**src/rtl/hft_pkg.sv**
```systemverilog
// Shared types and constants for the update dispatcher and its FIFO.
package hft_pkg;

  localparam int V_BITS_DFLT = 5;
  localparam int W_BITS_DFLT = 32;

  // One edge-weight update as queued for the container.
  typedef struct packed {
    logic [V_BITS_DFLT-1:0] src;
    logic [V_BITS_DFLT-1:0] dst;
    logic [W_BITS_DFLT-1:0] weight;
  } update_t;

  typedef enum logic [1:0] {
    IDLE,
    LOAD,
    RUN
  } disp_state_t;

  localparam logic [1:0] ADDR_WEIGHT = 2'd0;
  localparam logic [1:0] ADDR_PUSH   = 2'd1;
  localparam logic [1:0] ADDR_SRC    = 2'd2;
  localparam logic [1:0] ADDR_CLEAR  = 2'd3;

  // Status word layout returned on every read.
  localparam int ST_COUNT_LSB = 0;
  localparam int ST_COUNT_W   = 7;
  localparam int ST_BUSY      = 7;
  localparam int ST_OVERFLOW  = 8;
  localparam int ST_TIMEOUT   = 9;

  function automatic logic [31:0] pack_status(input logic                  timeout,
                                              input logic                  overflow,
                                              input logic                  busy,
                                              input logic [ST_COUNT_W-1:0] count);
    logic [31:0] s;
    s = '0;
    s[ST_COUNT_LSB +: ST_COUNT_W] = count;
    s[ST_BUSY]     = busy;
    s[ST_OVERFLOW] = overflow;
    s[ST_TIMEOUT]  = timeout;
    return s;
  endfunction

endpackage

```
**src/rtl/update_fifo.sv**
```systemverilog
// Synchronous FIFO of pending updates. A push on a full FIFO is accepted
// only if a pop happens in the same cycle; dropped pushes are flagged by
// the parent, not here.
module update_fifo
  import hft_pkg::*;
#(
  parameter type entry_t    = update_t,
  parameter int  DEPTH_LOG2 = 3
) (
  input  logic                clk,
  input  logic                reset_n,
  input  logic                push_i,
  input  entry_t              push_data_i,
  input  logic                pop_i,
  output entry_t              head_o,
  output logic                full_o,
  output logic                empty_o,
  output logic [DEPTH_LOG2:0] count_o
);

  localparam int DEPTH = 2 ** DEPTH_LOG2;
  localparam int PW    = DEPTH_LOG2;
  localparam int CW    = DEPTH_LOG2 + 1;

  entry_t          mem_q [DEPTH];
  logic [PW-1:0]   wr_ptr_q;
  logic [PW-1:0]   rd_ptr_q;
  logic [CW-1:0]   count_q;
  logic            push_ok;
  logic            pop_ok;

  assign full_o  = (count_q == CW'(DEPTH));
  assign empty_o = (count_q == '0);
  assign count_o = count_q;
  assign head_o  = mem_q[rd_ptr_q];

  assign pop_ok  = pop_i && !empty_o;
  assign push_ok = push_i && (!full_o || pop_ok);

  // Storage write; contents are don't-care until pointed at by a valid count.
  always_ff @(posedge clk) begin
    if (push_ok) mem_q[wr_ptr_q] <= push_data_i;
  end

  // Pointers and occupancy; pointers wrap naturally at the power-of-two depth.
  always_ff @(posedge clk or negedge reset_n) begin
    if (!reset_n) begin
      wr_ptr_q <= '0;
      rd_ptr_q <= '0;
      count_q  <= '0;
    end else begin
      if (push_ok) wr_ptr_q <= wr_ptr_q + PW'(1);
      if (pop_ok)  rd_ptr_q <= rd_ptr_q + PW'(1);
      if (push_ok && !pop_ok)      count_q <= count_q + CW'(1);
      else if (pop_ok && !push_ok) count_q <= count_q - CW'(1);
    end
  end

endmodule

```
**src/rtl/update_dispatcher.sv**
```systemverilog
// Feeds edge-weight updates from the HPS to the graph container one at a
// time, so every Bellman-Ford pass sees exactly one edge change.
//
// state | meaning
// IDLE  | container held in reset, waiting for a queued update
// LOAD  | pop head into output registers, container still in reset
// RUN   | container running on held outputs until done or timeout
module update_dispatcher
  import hft_pkg::*;
#(
  parameter int V_BITS     = V_BITS_DFLT,
  parameter int W_BITS     = W_BITS_DFLT,
  parameter int DEPTH_LOG2 = 3,
  parameter int TIMEOUT    = 2 ** 20
) (
  input  logic              clk,
  input  logic              reset_n,
  input  logic              chipselect,
  input  logic              write,
  input  logic              read,
  input  logic [1:0]        address,
  input  logic [31:0]       writedata,
  output logic [31:0]       readdata,
  output logic [V_BITS-1:0] src,
  output logic [V_BITS-1:0] u_src,
  output logic [V_BITS-1:0] u_dst,
  output logic [W_BITS-1:0] u_e,
  output logic              container_reset,
  input  logic              container_done,
  output logic              busy
);

  localparam int TIMER_W = (TIMEOUT > 1) ? $clog2(TIMEOUT) : 1;
  localparam logic [TIMER_W-1:0] TIMER_LIMIT = TIMER_W'(TIMEOUT - 1);

  typedef struct packed {
    logic [V_BITS-1:0] src;
    logic [V_BITS-1:0] dst;
    logic [W_BITS-1:0] weight;
  } upd_t;

  disp_state_t         state_q;
  logic [TIMER_W-1:0]  timer_q;
  logic [W_BITS-1:0]   weight_latch_q;
  logic [V_BITS-1:0]   src_reg_q;
  logic [V_BITS-1:0]   src_q;
  logic [V_BITS-1:0]   u_src_q;
  logic [V_BITS-1:0]   u_dst_q;
  logic [W_BITS-1:0]   u_e_q;
  logic                container_reset_q;
  logic                busy_q;
  logic [31:0]         readdata_q;
  logic                overflow_q, overflow_d;
  logic                timeout_q, timeout_d;

  logic                wr_en;
  logic                rd_en;
  logic                push;
  logic                pop;
  logic                timeout_hit;
  upd_t                push_data;
  upd_t                fifo_head;
  logic                fifo_full;
  logic                fifo_empty;
  logic [DEPTH_LOG2:0] fifo_count;

  assign wr_en = chipselect && write;
  assign rd_en = chipselect && read;
  assign push  = wr_en && (address == ADDR_PUSH);
  assign pop   = (state_q == LOAD);

  assign push_data.src    = writedata[2*V_BITS-1:V_BITS];
  assign push_data.dst    = writedata[V_BITS-1:0];
  assign push_data.weight = weight_latch_q;

  assign timeout_hit = (state_q == RUN) && !container_done && (timer_q == TIMER_LIMIT);

  update_fifo #(
    .entry_t   (upd_t),
    .DEPTH_LOG2(DEPTH_LOG2)
  ) u_fifo (
    .clk        (clk),
    .reset_n    (reset_n),
    .push_i     (push),
    .push_data_i(push_data),
    .pop_i      (pop),
    .head_o     (fifo_head),
    .full_o     (fifo_full),
    .empty_o    (fifo_empty),
    .count_o    (fifo_count)
  );

  // Sticky flags: software clears, hardware events win over a same-cycle clear.
  always_comb begin
    overflow_d = overflow_q;
    timeout_d  = timeout_q;
    if (wr_en && (address == ADDR_CLEAR)) begin
      if (writedata[0]) overflow_d = 1'b0;
      if (writedata[1]) timeout_d  = 1'b0;
    end
    if (push && fifo_full && !pop) overflow_d = 1'b1;
    if (timeout_hit) timeout_d = 1'b1;
  end

  // Software-visible registers: weight latch, src staging, sticky flags, read data.
  always_ff @(posedge clk or negedge reset_n) begin
    if (!reset_n) begin
      weight_latch_q <= '0;
      src_reg_q      <= '0;
      overflow_q     <= 1'b0;
      timeout_q      <= 1'b0;
      readdata_q     <= '0;
    end else begin
      if (wr_en && (address == ADDR_WEIGHT)) weight_latch_q <= writedata[W_BITS-1:0];
      if (wr_en && (address == ADDR_SRC))    src_reg_q      <= writedata[V_BITS-1:0];
      overflow_q <= overflow_d;
      timeout_q  <= timeout_d;
      if (rd_en) readdata_q <= pack_status(timeout_q, overflow_q, busy_q, ST_COUNT_W'(fifo_count));
    end
  end

  // Sequencer: hold the container in reset until an update is loaded, then
  // run it until done or timeout. IDLE+LOAD guarantee two reset cycles per gap.
  always_ff @(posedge clk or negedge reset_n) begin
    if (!reset_n) begin
      state_q           <= IDLE;
      timer_q           <= '0;
      container_reset_q <= 1'b1;
      busy_q            <= 1'b0;
      src_q             <= '0;
      u_src_q           <= '0;
      u_dst_q           <= '0;
      u_e_q             <= '0;
    end else begin
      case (state_q)
        IDLE: begin
          container_reset_q <= 1'b1;
          busy_q            <= 1'b0;
          if (!fifo_empty) state_q <= LOAD;
        end
        LOAD: begin
          u_src_q           <= fifo_head.src;
          u_dst_q           <= fifo_head.dst;
          u_e_q             <= fifo_head.weight;
          src_q             <= src_reg_q;
          timer_q           <= '0;
          container_reset_q <= 1'b0;
          busy_q            <= 1'b1;
          state_q           <= RUN;
        end
        RUN: begin
          if (container_done || timeout_hit) begin
            container_reset_q <= 1'b1;
            busy_q            <= 1'b0;
            state_q           <= IDLE;
          end else if (timer_q != '1) begin
            timer_q <= timer_q + TIMER_W'(1);
          end
        end
        default: begin
          container_reset_q <= 1'b1;
          busy_q            <= 1'b0;
          state_q           <= IDLE;
        end
      endcase
    end
  end

  assign readdata        = readdata_q;
  assign src             = src_q;
  assign u_src           = u_src_q;
  assign u_dst           = u_dst_q;
  assign u_e             = u_e_q;
  assign container_reset = container_reset_q;
  assign busy            = busy_q;

endmodule

```
**config.mk**
```make
export PLATFORM = sky130hd
export DESIGN_NAME = update_dispatcher
export DESIGN_NICKNAME = d
export VERILOG_FILES = /design/src/rtl/hft_pkg.sv /design/src/rtl/update_fifo.sv /design/src/rtl/update_dispatcher.sv
export SDC_FILE = /design/constraint.sdc
export NUM_CORES = 1
export LEC_CHECK = 0
export CAP_MARGIN = 25
export CORE_AREA = 5 5 216 218
export CTS_CLUSTER_DIAMETER = 60
export DETAILED_ROUTE_END_ITERATION = 16
export DIE_AREA = 0 0 221 223
export GPL_TIMING_DRIVEN = 0
export PLACE_DENSITY = 0.7
export SLEW_MARGIN = 40
export SYNTH_ARGS = -nofsm -noshare
export SYNTH_HDL_FRONTEND = slang
export SYNTH_HIERARCHICAL = 1
export SYNTH_SLANG_ARGS = --single-unit
export TNS_END_PERCENT = 100
```
**constraint.sdc**
```tcl
create_clock -name clk -period 11.3 [get_ports clk]
set_input_delay 2.825 -clock clk [delete_from_list [all_inputs] [get_ports clk]]
set_output_delay 2.825 -clock clk [all_outputs]
set_load 0.005 [all_outputs]
```
-- Yosys cells after proc, flatten, opt, wreduce, memory -nomap -nowiden
Memory sizes are Yosys's and may differ from the RTL's. A register that Yosys moved wholly into a read port is not among the register bits.
Index checks and enable logic that the tools add are counted.
- memories kept: 1
- input port bits: 40
- flip-flop bits (word level): 85
- RAM bits: 336
- word-level logic and storage cells: 87
- output and inout bits: 81
- equal/unequal tests: 12
- reductions and logical operators: 36
- muxes and demuxes: 20
- $add $sub $neg: 5
- memories (name ; depth ; bits a word ; rd ports ; clocked after memory_dff ; wr ports ; RTL line ; text):
    u_fifo.mem_q ; 8 ; 42 ; 1 ; 1 ; 1 ; update_fifo.sv:25 ; entry_t mem_q [DEPTH];
- operators by type and width (operator ; number):
    $mux W20 ; 2
    $pmux W20 S2 ; 1
    $add A20 B1 Y20 const B ; 1
    $eq A20 B20 Y1 const B ; 1
    $ne A20 B20 Y1 const B ; 1
    $logic_and A1 B1 Y1 ; 14
    $reduce_bool A2 Y1 ; 6
    $mux W1 ; 10
    $mux W4 ; 2
    $logic_not A1 Y1 ; 7
    $add A3 B1 Y3 const B ; 2
    $eq A2 B2 Y1 const B ; 3
    $pmux W2 S3 ; 1
    $reduce_and A2 Y1 ; 3
    $add A4 B1 Y4 const B ; 1
    $eq A2 B1 Y1 const B ; 2
    $eq A4 B4 Y1 const B ; 1
    $logic_not A2 Y1 ; 2
    $logic_not A4 Y1 ; 1
    $mux W2 ; 2
    $ne A2 B1 Y1 const B ; 2
    $ne A2 B2 Y1 const B ; 2
    $pmux W1 S2 ; 2
    $sub A4 B1 Y4 const B ; 1
    2 further kinds ; 3

-- Logic depth before layout (Yosys ltp)
- word-level depth: 9
- gate-level depth with buffers: 10
- depth with buffers taken out: 10

-- By module
The synthesis kept the hierarchy.
- by module, submodules not included (module ; cells an instance ; times used ; area an instance (um^2) ; sequential area each (um^2)):
    update_fifo ; 549 ; 1 ; 13322.8 ; 10339.9
    update_dispatcher ; 393 ; 1 ; 5144.9 ; 2929.1

-- Worst setup path after synthesis
No wires, ideal clock.
- kind: input to register
- start point: in address[0]
- end point: mem u_fifo/mem_q[0][0] in the netlist's numbering (enable)
- cell stages on the path: 4
- buffers on the path: 0
- setup slack: 3307 ps
- data arrival time: 7447 ps
- required time: 10754 ps
- path through: and3_1 > nor2b_1 > o21ai_4 > nor4_1
- word-level cells in the longest chain between the ends: 5
- ends and longest elaborated chain (element ; RTL line ; text):
    start: declaration ; update_dispatcher.sv:21 ; input logic [1:0] address,
    $eq A2 B1 Y1 ; update_dispatcher.sv:69 ; assign push = wr_en && (address == ADDR_PUSH);
    $logic_and A1 B1 Y1 ; update_dispatcher.sv:69 ;
    net push ; update_dispatcher.sv:58 ; logic push;
    $logic_and A1 B1 Y1 ; update_fifo.sv:38 ; assign push_ok = push_i && (!full_o || pop_ok);
    $mux W1 ; update_fifo.sv:42 ; if (push_ok) mem_q[wr_ptr_q] <= push_data_i;
    $mux W1 (implied by the code) ; update_fifo.sv:42 ;
    end: declaration ; update_fifo.sv:25 ;
The timed path passes the listed nets, and every way through them passes these cells.

-- Worst setup path in the final report
- start point: in address[0]
- end point: mem u_fifo/mem_q[1][5] in the netlist's numbering (enable)
Same word-level chain as after synthesis.

==> run summary <==
Number of synthesized flops with an enable pin -> 336
Antenna-violating nets left -> 0
Vias per inst -> 5.21
Setup ws final -> 5.97 ns
Count of boundary I/O pins -> 121
Leakage -> 8.05 nW
Pwr Total -> 5.26 mW
Clk_lat worst skew -> 0.57 ns
H-tree Lvls -> 2
DR pass1 iterations -> 5
R2R Path End -> u_fifo/count_o[3]
CTS tree -> built
Resized Gates After CTS -> 0
Hold Crit Start -> src_reg_q[3]
Row count -> 78
Worst-path clk slew -> 0.06 ns
Tcrit/Tclk final -> 47.2%
Inserted Clock Buffers -> 46
Worst Skew -> 0.0239 ns
PD cells -> 235 mW/mm2
Relative slew slack -> 43.1%
P&R area growth vs syn -> 21.5%
RSZ-0062 raised after global routing -> false
CP Data Arrival Time -> 5.60 ns
Die width -> 221 um
Total GRT Usage -> 15.2%
Hold WC Path Type -> register to register
Crit path cell chain -> clkdlybuf4s50_1 -> and3_1 -> nor2b_1 -> o211ai_1 -> nor3_2 -> buf_4 -> buf_6 -> buf_4 -> buf_4 -> buf_2
Achievable Freq -> 188 MHz
Maximum VDD drop -> 154 uV
Post-synth top area share -> 54.6%
Final Hold Vio Count -> 0
Most common flop cell mapped by yosys -> edfxtp_1
Reg2Reg Depth -> 9
CTS Sinks -> 463
Outcome -> finished clean
CP max stage delay -> 0.51 ns
Die area -> 0.0493 mm2
Synthesized flop and latch total -> 463
Max-cap violation count -> 0
Grt ovf -> 0
Final Critical Period -> 5.33 ns
Largest cells by area after synthesis -> edfxtp_1 (55%), dfrtp_1 (17%), mux4_2 (9.1%)
Hold EP -> src[3]
Post-Route WL -> 37,600 um
Crit-path max FO -> 6
Fin nets -> 1,217
DR vias -> 9,400
Iteration-0 DRC count of the detailed router -> 700
Initial antenna violation count -> 0
Final hold slack -> 0.502 ns
Pre-CTS setup slack -> 5.38 ns
Max Slew Vio Count -> 0
CP Class -> primary input to register
Hpwl dp -> 25,100 um
Worst R2R Start -> u_fifo/count_o[0]
Area leader, netlist -> edfxtp_1
Worst slew pin tran -> 0.854 ns
Hold path cells -> 1
Crit path capture type -> register
Die Height -> 223 um
Syn Area/Cell -> 19.6 um2
Starting Density -> 41.3%
Number of global-route vias before repair -> 9,788
Setup violators final -> 0
Setup tns final -> 0 ns
Mapped Cells -> 942
Largest net degree at the start of global routing -> 61
ANT cells -> 0
Hold_buf cts -> 0
DRC -> 0
GPL Wtd Cong -> 0.803
Crit-path slowest cell -> clkdlybuf4s50_1
Req. time, crit path -> 11.57 ns
Post-Syn Area -> 0.0185 mm2
Worst-case clock buffer depth -> 3
Setup crit start kind -> primary input
Yosys warning count -> 6
R2R Setup Slk -> 8.30 ns
CTS root buf -> clkbuf_16
Fraction of layout cells with a size suffix above 1 -> 34.0%
Asr flop ratio synth -> 27.4%
Util after Layout -> 50.2%
Post-CTS repair timing setup buffer count -> 0
Post-synthesis sequential area ratio -> 71.8%
WL/cell -> 20.9 um
Port-buffer cells -> 95
Core ar. -> 0.0447 mm2
Netlist cell types -> 63
First-pass GRT wire length -> 58,500 um
Most used cell along the critical path -> buf_4
metrics by stage:
| step | area (um2) | instances |
|---|---|---|
| finish | 22400 | 1803 |
| global route | 22400 | 1803 |
| CTS | 22400 | 1803 |
| detailed placement | 20900 | 1718 |
| global placement | 20300 | 1661 |
| floorplan | 18600 | 966 |
flip-flops by register name, summed over array words and instances (netlist names):
register,cells
timeout_q,1
busy,1
u_fifo/mem_q,336
u_src,5
u_e,32
overflow_q,1
readdata,7
u_fifo/rd_ptr_q,3
timer_q,20
u_dst,5
state_q,2
weight_latch_q,32
src,5
src_reg_q,5
u_fifo/wr_ptr_q,3
u_fifo/count_o,4
container_reset,1
cell usage in the layout (no fill, tap or decap), drive strengths merged, types with 8 or more instances in the layout:
master | netlist | routed
buf | 47 | 105
clkinv | 0 | 16
clkbuf | 19 | 78
dfrtp | 126 | 126
nor2 | 11 | 11
a21oi | 9 | 9
o211ai | 10 | 10
nand3 | 19 | 19
nor3 | 9 | 9
inv | 16 | 18
mux4 | 84 | 84
mux2 | 138 | 138
edfxtp | 336 | 336
nand2 | 23 | 23
conb | 1 | 25
clkdlybuf4s50 | 0 | 94
o21ai | 8 | 8
ha | 10 | 10
kinds of logic (layout without fill, tap and decap cells):
| logic type | after synthesis | count (layout) | synth area share (%) |
|---|---|---|---|
| flip-flops | 463 | 463 | 71.8 |
| multiplexers | 225 | 225 | 19.0 |
| AO/OA/AOI/OAI | 55 | 55 | 2.27 |
| AND/OR/NAND/NOR | 99 | 99 | 3.04 |
| other | 1 | 25 | 0.0203 |
| adder cells (fa/ha/maj) | 11 | 11 | 0.786 |
| buffers and inverters | 82 | 319 | 2.74 |
| XOR/XNOR | 6 | 6 | 0.285 |
power breakdown:
group	switching [mW]	internal [mW]	total, mW
clock network	0.635	0.942	1.58
logic	0.638	0.825	1.46
registers	0.161	2.06	2.22
total	1.43	3.83	5.26
how the worst max path moves through the flow:
| stage | startpoint | endpoint | cells after the start |
|---|---|---|---|
| global route | chipselect | u_fifo/mem_q[0][21] | 10 |
| floorplan | address[0] | u_fifo/mem_q[0][0] | 4 |
| CTS | address[0] | u_fifo/mem_q[0][21] | 10 |
| detailed placement | address[0] | u_fifo/mem_q[1][5] | 10 |
| global placement | address[0] | u_fifo/mem_q[0][12] | 5 |
| finish | address[0] | u_fifo/mem_q[1][5] | 10 |
metal layers:
metal  global-route usage, %  wire, um  vias to the layer above
li1                        -         -                     4189
met1                    21.0     16300                     4934
met2                    25.2     18700                      221
met3                    2.84      1810                       56
met4                    4.18       845                        0
met5                       0         0                        -
synthesized netlist by cell type, types with 2 or more instances:
| cell type | instances |
|---|---|
| or3_1 | 2 |
| o22ai_1 | 2 |
| nand3_1 | 15 |
| nor2_1 | 11 |
| inv_1 | 16 |
| edfxtp_1 | 336 |
| a211o_1 | 3 |
| o211ai_1 | 10 |
| o211a_1 | 3 |
| xnor2_1 | 5 |
| o31ai_1 | 2 |
| buf_12 | 3 |
| buf_4 | 25 |
| a31o_2 | 2 |
| nor3_1 | 9 |
| and3_1 | 5 |
| nand2b_1 | 2 |
| buf_1 | 4 |
| nand3_2 | 4 |
| mux4_2 | 75 |
| a21oi_1 | 9 |
| mux2_2 | 137 |
| buf_2 | 9 |
| nand4_1 | 5 |
| and4_1 | 2 |
| nor2b_1 | 3 |
| nand2_1 | 23 |
| or4_1 | 6 |
| mux4_1 | 9 |
| nor4_1 | 5 |
| clkbuf_1 | 19 |
| mux2i_1 | 3 |
| dfrtp_1 | 126 |
| o21ai_0 | 6 |
| ha_1 | 10 |
| a31oi_1 | 4 |
| buf_6 | 6 |
critical path: cells and delay by family:
kind / cells / cell delay (ns)
buffers and inverters: 6 / 1.43
AOI/OAI and AO/OA: 1 / 0.40
and+or+nand+nor: 3 / 0.93
final cells by class:
cell class	count	area, um2
well taps	600	751
flip-flops and latches	463	13300
plain buffers	66	448
inverters	16	60.1
fillers	3692	22300
clock buffers	59	1240
multi-input cells	421	4840
clock inverters	26	342
repair buffers	152	1500
(Power assumes the default switching activity.)
==> variant 1, RTL diff (config.mk and constraints unchanged) <==
Encoding of `disp_state_t`: now one-hot (3 bits for 3 states).
--- a/src/rtl/hft_pkg.sv
+++ b/src/rtl/hft_pkg.sv
@@ -12,8 +12,8 @@
   } update_t;
 
-  typedef enum logic [1:0] {
-    IDLE,
-    LOAD,
-    RUN
+  typedef enum logic [2:0] {
+    IDLE = 3'b001,
+    LOAD = 3'b010,
+    RUN  = 3'b100
   } disp_state_t;
 
Function: same outputs for any inputs over 4 cycles, from zero or initial values and one cycle with reset_n low; so few cycles prove little.
==> variant 1 against the unedited design <==
Worst setup slack improved by 0.023 ns. Power decreased by 2.0%. Routed wire length increased by 2.9%. Sequential cell count increased by 1. Sequential share of layout area increased by 0.45 points. Critical path depth unchanged. Area after synthesis decreased by 0.96%. Global-route usage increased by 0.55 points. Design area decreased by 0.56%. First-iteration DRC count increased by 14%. Critical endpoint is now u_fifo/mem_q[1][19].
==> variant 1: results (changes against the unedited design) <==
----------------------------------------------------
[STA]
  Final Skew ... 0.02037 ns (-0.003554 ns)
  Hold_ws ... 0.4748 ns (-0.02709 ns)
  Post-layout min period ... 5.306 ns (-0.02348 ns)
  Tightest slew margin relative to the limit ... 0.4107 (-0.02014)

[Synthesis]
  Post-synthesis mux area share ... 0.1616 (-0.02840)
  Most numerous cell types in the synthesized netlist ... 336 x edfxtp_1, 164 x nand2_1, 126 x dfrtp_1
  Share of synthesized area occupied by flip-flops and latches ... 0.7269 (+0.008366)
  Async S/R FF share, synth ... 0.2759 (+0.001564)
  Syn Area/Cell ... 17.97 sq um (-8.3%)
  Adder-Cell Fraction of Synth Area ... 0.005199 (-0.002660)
  Compound-Gate Fraction of Synth Area ... 0.01430 (-0.008400)

[Power and ir drop]
  Cell Pwr Density ... 231.0 nW/um^2 (-1.5%)
  Standby leakage power ... 8.170 nW (+1.5%)
  Sw Pwr ... 1.431 mW (-0.22%)
  Maximum vdd drop ... 0.0001250 V (-19%)
  Switching portion of total power ... 0.2776 (+0.005067)
  Combinational-cell power consumption ... 1.32 mW (-9.6%)

[Route]
  Mean routed wirelength per cell ... 20.55 um (-1.5%)
  Met3 wire len ... 2317 um (+28%)
  Initial DRC count ... 798 (+14%)
  Total number of vias ... 9650 (+2.7%)

[Global route]
  Global-route met3 utilization ... 0.02974 (+0.001316)
  Number of antenna violations at the first check in global routing ... 1 (+1)
  Maximum number of pins on one net before global-route repair ... 67 (+9.8%)

[Cells and area]
  Fraction of layout cells with a size suffix above 1 ... 0.2798 (-0.06017)
  Filler Cells Inserted ... 3693 (+0.027%)
  Fraction of area in multi-input gates ... 0.2102 (-0.005239)
  Nets ... 1291 (+6.1%)
  Post-Route Utilization ... 0.4994 (-0.002799)
  Multi-input combinational cell count ... 505 (+20%)
  Number of inverters outside the clock class in the layout ... 6 (-10)
  Number of diodes ... 1 (+1)

[Placed design]
  Placer Congestion ... 0.7577 (-5.6%)
  Cell count after placement ... 1795 (+4.5%)
  Cell area after placement ... 20690 sq um (-0.83%)

[Run status]
  Status ... finished, final reports clean

----------------------------------------------------
variant 1: changes by cell type after synthesis, moves of 10 or more:
cell and delta:
xnor2_1 +10, mux2_2 -50, nor2_1 +11, nand2_1 +141
inv_1 -11
variant 1: critical path, stage by stage:
cell and delay (ns):
clkdlybuf4s50_1 0.55, nand3_1 0.11, nor2_1 0.29, o211ai_1 0.40, nor3_2 0.46, buf_4 0.24
buf_4 0.15, buf_4 0.16, buf_4 0.17, buf_4 0.18
variant 1: final timing paths:
| check | startpoint | end | depth (start not counted) |
|---|---|---|---|
| worst min-delay path | u_e[30] | u_e[30] | 2 |
| max in group asynchronous | reset_n | state_q[0] | 3 |
| worst max register to register | state_q[2] | u_fifo/mem_q[1][19] | 12 |
| worst min register to register | u_e[30] | u_e[30] | 2 |
| min in group asynchronous | reset_n | weight_latch_q[28] | 1 |
| worst max-delay path | address[0] | u_fifo/mem_q[1][19] | 10 |
==> variant 2, RTL diff (config.mk and constraints unchanged) <==
Without the edit above. `V_BITS_DFLT`: 5 -> 10.
--- a/src/rtl/hft_pkg.sv
+++ b/src/rtl/hft_pkg.sv
@@ -2,5 +2,5 @@
 package hft_pkg;
 
-  localparam int V_BITS_DFLT = 5;
+  localparam int V_BITS_DFLT = 10;
   localparam int W_BITS_DFLT = 32;
 
Interface: changed (resized src, u_dst and u_src); port bits go from 121 to 136. No check against the original RTL was run, so the function may have changed too.
==> variant 2 against the unedited design <==
Power is 23% higher. Combinational power grew 30%. Count of clock-buffer cells in the layout increased by 25. Clock skew down 0.0030 ns. Routed wire length rose by 20%. Area after synthesis rose by 21%. Synthesized cell count is 17% higher. Critical path depth unchanged. Sequential cell count is 100 higher. Worst setup slack improved by 0.048 ns. Design area rose by 20%.
==> variant 2: results (changes against the unedited design) <==
----------------------------------------------------
[Run status]
  Status ... finished, final reports clean

[Route]
  Total routed wire length on the met1 layer ... 19470 um (+20%)
  Initial DRC count ... 935 (+34%)
  Total number of vias ... 11.08k (+18%)
  Met3 wire len ... 2390 um (+32%)
  DR WL met2 ... 22450 um (+20%)

[Synthesis]
  Synth top area cells ... edfxtp_1 56%, dfrtp_1 16%, mux4_2 10%
  Post-synthesis mux area share ... 0.1964 (+0.006363)
  Most numerous cell types in the synthesized netlist ... 416 x edfxtp_1, 146 x dfrtp_1, 121 x mux2_2
  Compound-Gate Fraction of Synth Area ... 0.01686 (-0.005835)
  Async S/R FF share, synth ... 0.2611 (-0.01320)
  Mapped Cells ... 1101 (+17%)
  Share of synthesized area occupied by flip-flops and latches ... 0.7240 (+0.005553)
  Synthesized-area fraction occupied by xor and xnor cells ... 0.004313 (+0.001468)
  Number of synthesized flops with an enable pin ... 416 (+24%)
  Adder-Cell Fraction of Synth Area ... 0.006498 (-0.001361)

[Placed design]
  Cell count after placement ... 1905 (+11%)
  Placer Congestion ... 0.8336 (+3.8%)
  Number of I/O port buffers ... 110 (+16%)
  Cell area after placement ... 24990 sq um (+20%)
  DP HPWL ... 30150 um (+20%)

[Cells and area]
  Fraction of layout cells with a size suffix above 1 ... 0.3531 (+0.01317)
  Filler Cells Inserted ... 3305 (-10%)
  Nets ... 1415 (+16%)
  Number of flip-flops in the largest register ... 416 (+24%)

[Global route]
  Wire length of the first global-routing pass ... 70520 um (+21%)
  Met1 Usage GRT ... 0.2587 (+0.04899)
  Maximum number of pins on one net before global-route repair ... 60 (-1.6%)
  Met2 Usage GRT ... 0.3062 (+0.05461)
  Global router's overall resource usage ... 0.1846 (+0.03239)
  Global-route met3 utilization ... 0.03553 (+0.007105)

[STA]
  Worst-margin pin slew ... 0.8901 ns (+0.03643 ns)
  Final Skew ... 0.02089 ns (-0.003032 ns)

[Worst setup path]
  CP max FO ... 7 (+1)
  Arrival time at the worst endpoint ... 5.59 ns (about the same)
  Path depth of the worst reg2reg path ... 7 (-2)
  Slowest-stage cell, CP ... nor4_2

[Power and ir drop]
  Maximum vdd drop ... 0.0001418 V (-8.0%)
  Standby leakage power ... 9.663 nW (+20%)

[CTS]
  Number of buffers added by the clock tree synthesis step ... 57 (+24%)

----------------------------------------------------
variant 2: changes by cell type after synthesis, moves of 9 or more:
cell	delta
mux2_4	+44
mux4_1	-9
mux4_2	+29
mux2_2	-16
clkbuf_1	+9
edfxtp_1	+80
dfrtp_1	+20
variant 2: worst paths after layout:
kind / start / slack, ns / end
min reg2reg: u_src[2] / 0.50 / u_src[2]
min in group asynchronous: reset_n / 2.15 / weight_latch_q[18]
max reg2reg: u_fifo/count_o[0] / 8.17 / u_fifo/count_o[3]
max: address[0] / 6.02 / u_fifo/mem_q[0][4]
max in group asynchronous: reset_n / 8.43 / container_reset
min: u_src[2] / 0.50 / u_src[2]
variant 2: area by class of cell:
| class | instances | area [sq um] | share of cell area |
|---|---|---|---|
| Sequential cell | 563 | 16170 | 0.6016 |
| Multi-Input combinational cell | 479 | 5762 | 0.2144 |
| Buffer | 73 | 515.5 | 0.01918 |
| Clock inverter | 24 | 260.3 | 0.009682 |
| Inverter | 10 | 37.54 | 0.001396 |
| Timing Repair Buffer | 180 | 1752 | 0.06517 |
| Clock buffer | 84 | 1630 | 0.06065 |
| Tap cell | 600 | 750.7 | 0.02793 |
variant 2: where the power goes:
group	internal, mW	total, mW	leakage (nW)	switching (mW)
Combinational	1.10	1.90	3.20	0.799
Clock	1.12	1.89	0.922	0.770
Sequential	2.50	2.68	5.54	0.180
variant 2: cell families (layout without fill, tap and decap cells):
kind of cell	count (synthesis)	in the layout
flops	563	563
mux	271	271
simple gates	109	109
buf+inv	83	371
compound gates	52	52
fa+ha+maj	11	11
xor+xnor	11	11
other cells	1	25
